`config.mk`:
```
export PLATFORM = sky130hd
export DESIGN_NAME = udp_tx_arbiter
export DESIGN_NICKNAME = d
export VERILOG_FILES = /design/src/rtl/udp_tx_arbiter.sv
export SDC_FILE = /design/constraint.sdc
export NUM_CORES = 1
export LEC_CHECK = 0
export CORE_MARGIN = 4
export CORE_UTILIZATION = 30
export DETAILED_ROUTE_END_ITERATION = 12
export PLACE_DENSITY = 0.71
export SETUP_SLACK_MARGIN = 0.4
export SYNTH_ARGS = -nofsm -noshare
export SYNTH_HDL_FRONTEND = slang
export SYNTH_SLANG_ARGS = --single-unit
```
`constraint.sdc`:
```
create_clock -name sys_clk -period 1.8 [get_ports sys_clk]
set_input_delay 0.36 -clock sys_clk [delete_from_list [all_inputs] [get_ports sys_clk]]
set_output_delay 0.36 -clock sys_clk [all_outputs]
set_load 0.01 [all_outputs]
```
`src/rtl/udp_tx_arbiter.sv`:
```
// udp_tx_arbiter: round-robin packet arbiter sharing one UDP tx channel between two sources, with inter-packet gap and tx_done watchdog
module udp_tx_arbiter #(
  parameter int IFG_CYCLES = 12,
  parameter int TIMEOUT_CYCLES = 65535
) (
  input  logic        sys_clk,
  input  logic        sys_rst,
  input  logic        req0_valid,
  input  logic        req1_valid,
  input  logic [15:0] req0_byte_num,
  input  logic [15:0] req1_byte_num,
  input  logic [31:0] req0_data,
  input  logic [31:0] req1_data,
  output logic        req0_grant,
  output logic        req1_grant,
  output logic        req0_rd,
  output logic        req1_rd,
  output logic        req0_done,
  output logic        req1_done,
  output logic        tx_start_en,
  output logic [15:0] tx_byte_num,
  output logic [31:0] tx_data,
  input  logic        tx_req,
  input  logic        tx_done,
  output logic        tx_err,
  output logic        arb_busy,
  output logic        arb_owner
);
  localparam int CW = $clog2((TIMEOUT_CYCLES > IFG_CYCLES ? TIMEOUT_CYCLES : IFG_CYCLES) + 1);
  typedef enum logic [2:0] {IDLE, START, BUSY, DONE, GAP} state_t;
  state_t state_q, state_d;
  logic owner_q, owner_d, ptr_q, ptr_d, zero_q, zero_d, err_q, err_d;
  logic [15:0] len_q, len_d;
  logic [CW-1:0] cnt_q, cnt_d;
  logic sel, grant, busy_rd;
  assign sel = (req0_valid & req1_valid) ? ptr_q : req1_valid;
  always_comb begin
    state_d = state_q;
    owner_d = owner_q;
    ptr_d = ptr_q;
    zero_d = zero_q;
    err_d = err_q;
    len_d = len_q;
    cnt_d = cnt_q;
    case (state_q)
      IDLE: if (req0_valid | req1_valid) begin
        owner_d = sel;
        len_d = sel ? req1_byte_num : req0_byte_num;
        zero_d = len_d == '0;
        err_d = 1'b0;
        state_d = zero_d ? DONE : START;
      end
      START: begin
        ptr_d = ~owner_q;
        cnt_d = '0;
        state_d = tx_done ? DONE : BUSY;
      end
      BUSY: begin
        cnt_d = cnt_q + CW'(1);
        err_d = !tx_done && cnt_q == CW'(TIMEOUT_CYCLES - 2);
        state_d = (tx_done || err_d) ? DONE : BUSY;
      end
      DONE: begin
        ptr_d = zero_q ? ~owner_q : ptr_q;
        cnt_d = '0;
        state_d = GAP;
      end
      GAP: begin
        cnt_d = cnt_q + CW'(1);
        state_d = cnt_q == CW'(IFG_CYCLES - 1) ? IDLE : GAP;
      end
      default: state_d = IDLE;
    endcase
  end
  always_ff @(posedge sys_clk) begin
    if (sys_rst) begin
      state_q <= IDLE;
      owner_q <= 1'b0;
      ptr_q <= 1'b0;
      zero_q <= 1'b0;
      err_q <= 1'b0;
      len_q <= '0;
      cnt_q <= '0;
    end else begin
      state_q <= state_d;
      owner_q <= owner_d;
      ptr_q <= ptr_d;
      zero_q <= zero_d;
      err_q <= err_d;
      len_q <= len_d;
      cnt_q <= cnt_d;
    end
  end
  assign grant = state_q == START || (state_q == DONE && zero_q);
  assign busy_rd = state_q == BUSY && tx_req;
  assign req0_grant = grant & ~owner_q;
  assign req1_grant = grant & owner_q;
  assign req0_rd = busy_rd & ~owner_q;
  assign req1_rd = busy_rd & owner_q;
  assign req0_done = state_q == DONE && !owner_q;
  assign req1_done = state_q == DONE && owner_q;
  assign tx_err = state_q == DONE && err_q;
  assign tx_start_en = state_q == START;
  assign tx_byte_num = len_q;
  assign tx_data = state_q == BUSY ? (owner_q ? req1_data : req0_data) : '0;
  assign arb_busy = state_q != IDLE;
  assign arb_owner = owner_q;
endmodule
```
==> results_tabular.tex <==
\begin{tabular}{lr}
\hline
Metric & Value \\
\hline
\multicolumn{2}{l}{\textbf{Run status}} \\
\quad Violated checks & negative setup slack \\
\quad Outcome & finished with violations \\
\multicolumn{2}{l}{\textbf{Power}} \\
\quad Gate power share & 0.702 \\
\quad VDD IR-drop max & 0.437 mV \\
\quad Net Switching & 2.44 mW \\
\quad PD cells & 874 mW/mm² \\
\quad Leakage & 2.70 nW \\
\quad Part of the total power dissipated in the clock network & 0.114 \\
\quad Sequential power share & 0.184 \\
\quad Internal Dissipation & 3.64 mW \\
\quad Proportion of total power due to net switching & 0.401 \\
\quad Power after layout & 6.08 mW \\
\multicolumn{2}{l}{\textbf{Cells and area}} \\
\quad Most frequent standard cell in the layout excluding fill and tap cells & sky130\_fd\_sc\_hd\_\_buf\_6 \\
\quad Share of the core filled with cells & 0.739 \\
\quad Layout-stage area growth over the synthesis result & 136\% \\
\quad Most frequent cells in the layout & sky130\_fd\_sc\_hd\_\_buf\_6 (71), sky130\_fd\_sc\_hd\_\_clkdlybuf4s50\_1 (67), sky130\_fd\_sc\_hd\_\_buf\_4 (47) \\
\quad Number of fill cells in the layout & 524 \\
\quad Final \#Nets & 719 \\
\quad Share of cells above drive strength 1 & 0.537 \\
\multicolumn{2}{l}{\textbf{Die}} \\
\quad Core ar. & 0.00942 mm² \\
\quad DIE HEIGHT & 107 µm \\
\quad Horizontal die dimension & 107 µm \\
\quad Area of the die & 0.0115 mm² \\
\quad Site row count & 35 \\
\quad I/O pins & 160 \\
\quad Initial standard-cell utilization of the core & 0.313 \\
\multicolumn{2}{l}{\textbf{Global routing}} \\
\quad Global router's overall resource usage & 0.248 \\
\quad Number of antenna violations at the first check in global routing & 1 \\
\quad Number of global-route vias before repair & 4138 \\
\quad Remaining Overflow, GRT & 0 \\
\quad Wire length of the first global-routing pass & 22.7 mm \\
\quad Maximum number of pins on one net before global-route repair & 30 \\
\multicolumn{2}{l}{\textbf{Synth}} \\
\quad Post-synthesis cell count & 374 \\
\quad Average instance area after synthesis & 7.87 µm² \\
\quad Share of synthesized area occupied by flip-flops and latches & 0.265 \\
\quad Library cells used by synthesis & 68 \\
\quad Number of flops mapped to enable cells by yosys & 0 \\
\quad Ys Warns & 0 \\
\quad Fraction of registers with async set/reset & 0 \\
\quad Mapped Area & 0.00294 mm² \\
\quad Net Count, Synth & 478 \\
\quad Main synth FF type & sky130\_fd\_sc\_hd\_\_dfxtp\_1 \\
\quad Flip-flop and latch count after synthesis & 39 \\
\multicolumn{2}{l}{\textbf{STA}} \\
\quad Fraction of the cycle the final worst path needs & 1.11 \\
\quad Number of endpoints failing setup at the final stage & 61 \\
\quad Fin worst setup slack & -0.190 ns \\
\quad Highest clock frequency the design can meet & 0.502 GHz \\
\quad Number of pins with negative max-slew slack in the final report & 0 \\
\quad Worst Skew & 0.00654 ns \\
\quad RSZ-0062 raised after global routing & yes \\
\quad Setup TNS & -7.16 ns \\
\quad Worst max-slew margin expressed relative to the limit & 0.686 \\
\quad Shortest period the worst path allows & 1.99 ns \\
\quad Hold Vio Cnt, Final & 0 \\
\quad Transition time at the pin with the least slew margin & 0.458 ns \\
\multicolumn{2}{l}{\textbf{Clock tree}} \\
\quad CTS sink count & 39 \\
\quad Maximum count of clock buffers along a single path & 2 \\
\quad Clock root buffer & sky130\_fd\_sc\_hd\_\_clkbuf\_8 \\
\quad H-tree depth & 2 \\
\quad Clock network latency to the later pin of the worst-skew pair & 0.30 ns \\
\quad CTS clk-pin slew, worst paths & 0.08 ns \\
\quad CTS tree & done \\
\quad TritonCTS Buffers & 5 \\
\quad Hold buffer count at cts & 0 \\
\multicolumn{2}{l}{\textbf{Worst setup path}} \\
\quad Critical path data arrival time & 1.63 ns \\
\quad Max incr delay on CP & 0.47 ns \\
\quad Startpoint kind of the worst setup timing path & flop \\
\quad CP Cell Sequence & or3b\_4 -> buf\_6 -> buf\_12 -> nor2\_4 -> buf\_6 \\
\quad Number of buffer and inverter stages on the critical path & 3 \\
\quad Critical Path Fanout Max & 5 \\
\quad Most repeated library cell on the critical path & sky130\_fd\_sc\_hd\_\_buf\_6 \\
\quad Master of the slowest instance on the critical path & sky130\_fd\_sc\_hd\_\_or3b\_4 \\
\quad Crit end category & output port \\
\quad CP Data Required Time & 1.44 ns \\
\quad Family with the most delay on the worst path & simple AND/OR/NAND/NOR gates \\
\quad Critical path class & flop to output port \\
\multicolumn{2}{l}{\textbf{Routing}} \\
\quad Number of vias per cell & 5.86 \\
\quad DR WL/cell & 23.3 µm \\
\quad Routed WL & 17.3 mm \\
\quad Routed vias & 4369 \\
\quad Remaining antenna violation count & 0 \\
\quad TritonRoute pass-1 iters & 5 \\
\quad Residual DRC & 0 \\
\quad Violation count after the first detailed-routing iteration & 360 \\
\multicolumn{2}{l}{\textbf{Hold path}} \\
\quad Class of the tightest hold or removal check & input port to flop \\
\multicolumn{2}{l}{\textbf{Job}} \\
\quad Max-Cap Viols & 0 \\
\multicolumn{2}{l}{\textbf{Placement}} \\
\quad Detailed placer's ending HPWL & 9.41 mm \\
\quad GPL Wtd Cong & 0.824 \\
\quad Buffers added on ports & 159 \\
\hline
\end{tabular}
==> power groups by stage <==
stage | registers (mW) | clock network (mW) | logic [mW]
finish | 1.12 | 0.695 | 4.27
global route | 1.13 | 0.722 | 4.43
CTS | 1.10 | 0.684 | 3.42
detailed placement | 1.11 | 0 | 2.44
global placement | 1.10 | 0 | 2.40
floorplan | 1.15 | 0 | 1.29
==> cells by family after synthesis <==
logic type,after synthesis,share of synthesized area
AND/OR/NAND/NOR,160,0.292
AO/OA/AOI/OAI,71,0.179
multiplexers,51,0.174
buffers and inverters,47,0.0685
flip-flops,39,0.265
XOR/XNOR,3,0.00893
adder cells (fa/ha/maj),3,0.0119
==> synth_stat cells, types with 4 or more instances <==
master,number,area share
sky130_fd_sc_hd__nor2_1,65,0.083
sky130_fd_sc_hd__mux2i_1,49,0.17
sky130_fd_sc_hd__dfxtp_1,39,0.27
sky130_fd_sc_hd__nand2_1,19,0.024
sky130_fd_sc_hd__a211oi_1,17,0.043
sky130_fd_sc_hd__nor4_1,17,0.036
sky130_fd_sc_hd__buf_2,14,0.024
sky130_fd_sc_hd__clkbuf_1,13,0.017
sky130_fd_sc_hd__inv_1,12,0.015
sky130_fd_sc_hd__a21oi_1,10,0.017
sky130_fd_sc_hd__nand3_1,9,0.015
sky130_fd_sc_hd__nand4_1,8,0.017
sky130_fd_sc_hd__a31oi_1,7,0.015
sky130_fd_sc_hd__o21ai_0,7,0.012
sky130_fd_sc_hd__buf_1,5,0.0064
sky130_fd_sc_hd__and3_1,4,0.0085
sky130_fd_sc_hd__nand2b_1,4,0.0085
==> worst register-to-register path, cell delays in order, from the launching register on <==
cell and delay (ns):
sky130_fd_sc_hd__dfxtp_2 0.34, sky130_fd_sc_hd__buf_6 0.11, sky130_fd_sc_hd__buf_6 0.11, sky130_fd_sc_hd__buf_12 0.13, sky130_fd_sc_hd__nor3_4 0.22, sky130_fd_sc_hd__inv_2 0.09, sky130_fd_sc_hd__buf_6 0.13, sky130_fd_sc_hd__nor2_4 0.24
sky130_fd_sc_hd__buf_6 0.19, sky130_fd_sc_hd__clkbuf_16 0.17, sky130_fd_sc_hd__a211oi_2 0.07
==> worst paths after layout <==
path / start / endpoint / slack, ns / cells after the start
setup / recovery: state_q[2] / tx_data[29] / -0.19 / 5
hold / removal: req1_byte_num[14] / tx_byte_num[14] / 0.45 / 3
setup reg to reg: state_q[0] / tx_byte_num[6] / -0.13 / 10
hold reg to reg: err_q / err_q / 0.50 / 2
==> flip-flops by register name, indices dropped and copies added (netlist names) <==
signal       flops
arb_owner        1
cnt_q           16
err_q            1
tx_byte_num     16
ptr_q            1
zero_q           1
state_q          3
==> metrics by stage <==
stage	instances	hold WS [ns]	setup slack, ns	area [µm²]
after floorplan	374	0.439	0.290	3360
after global placement	667	0.454	-0.280	5230
after detailed placement	667	0.460	-0.303	5230
after CTS	717	0.415	-0.146	6320
after global routing	745	0.469	-0.222	6950
final	746	0.453	-0.190	6950
==> repair_timing <==
| item | in CTS | in global routing |
|---|---|---|
| resized for setup | 442 | 65 |
| endpoints found under the setup margin | 95 | 80 |
| pin swaps | 48 | 48 |
| setup buffers | 35 | 23 |
| cloned | 7 | 5 |
==> per-layer routing <==
metal | track usage | part of all wire
met1 | 0.269 | 0.35
met4 | 0.0986 | 0.059
met3 | 0.0596 | 0.084
met5 | 0 | 0
met2 | 0.458 | 0.51
==> cell type report <==
cell class              count  area, µm²  share of cell area
multi-input cells         289       2930               0.421
repair buffers            267       2900               0.418
flip-flops and latches     39        807               0.116
well taps                 129        161              0.0232
clock buffers               8        100              0.0144
inverters                  13       52.6             0.00756
diodes                      1       2.50            0.000360
Note: power is estimated with default switching activity, not from simulation.
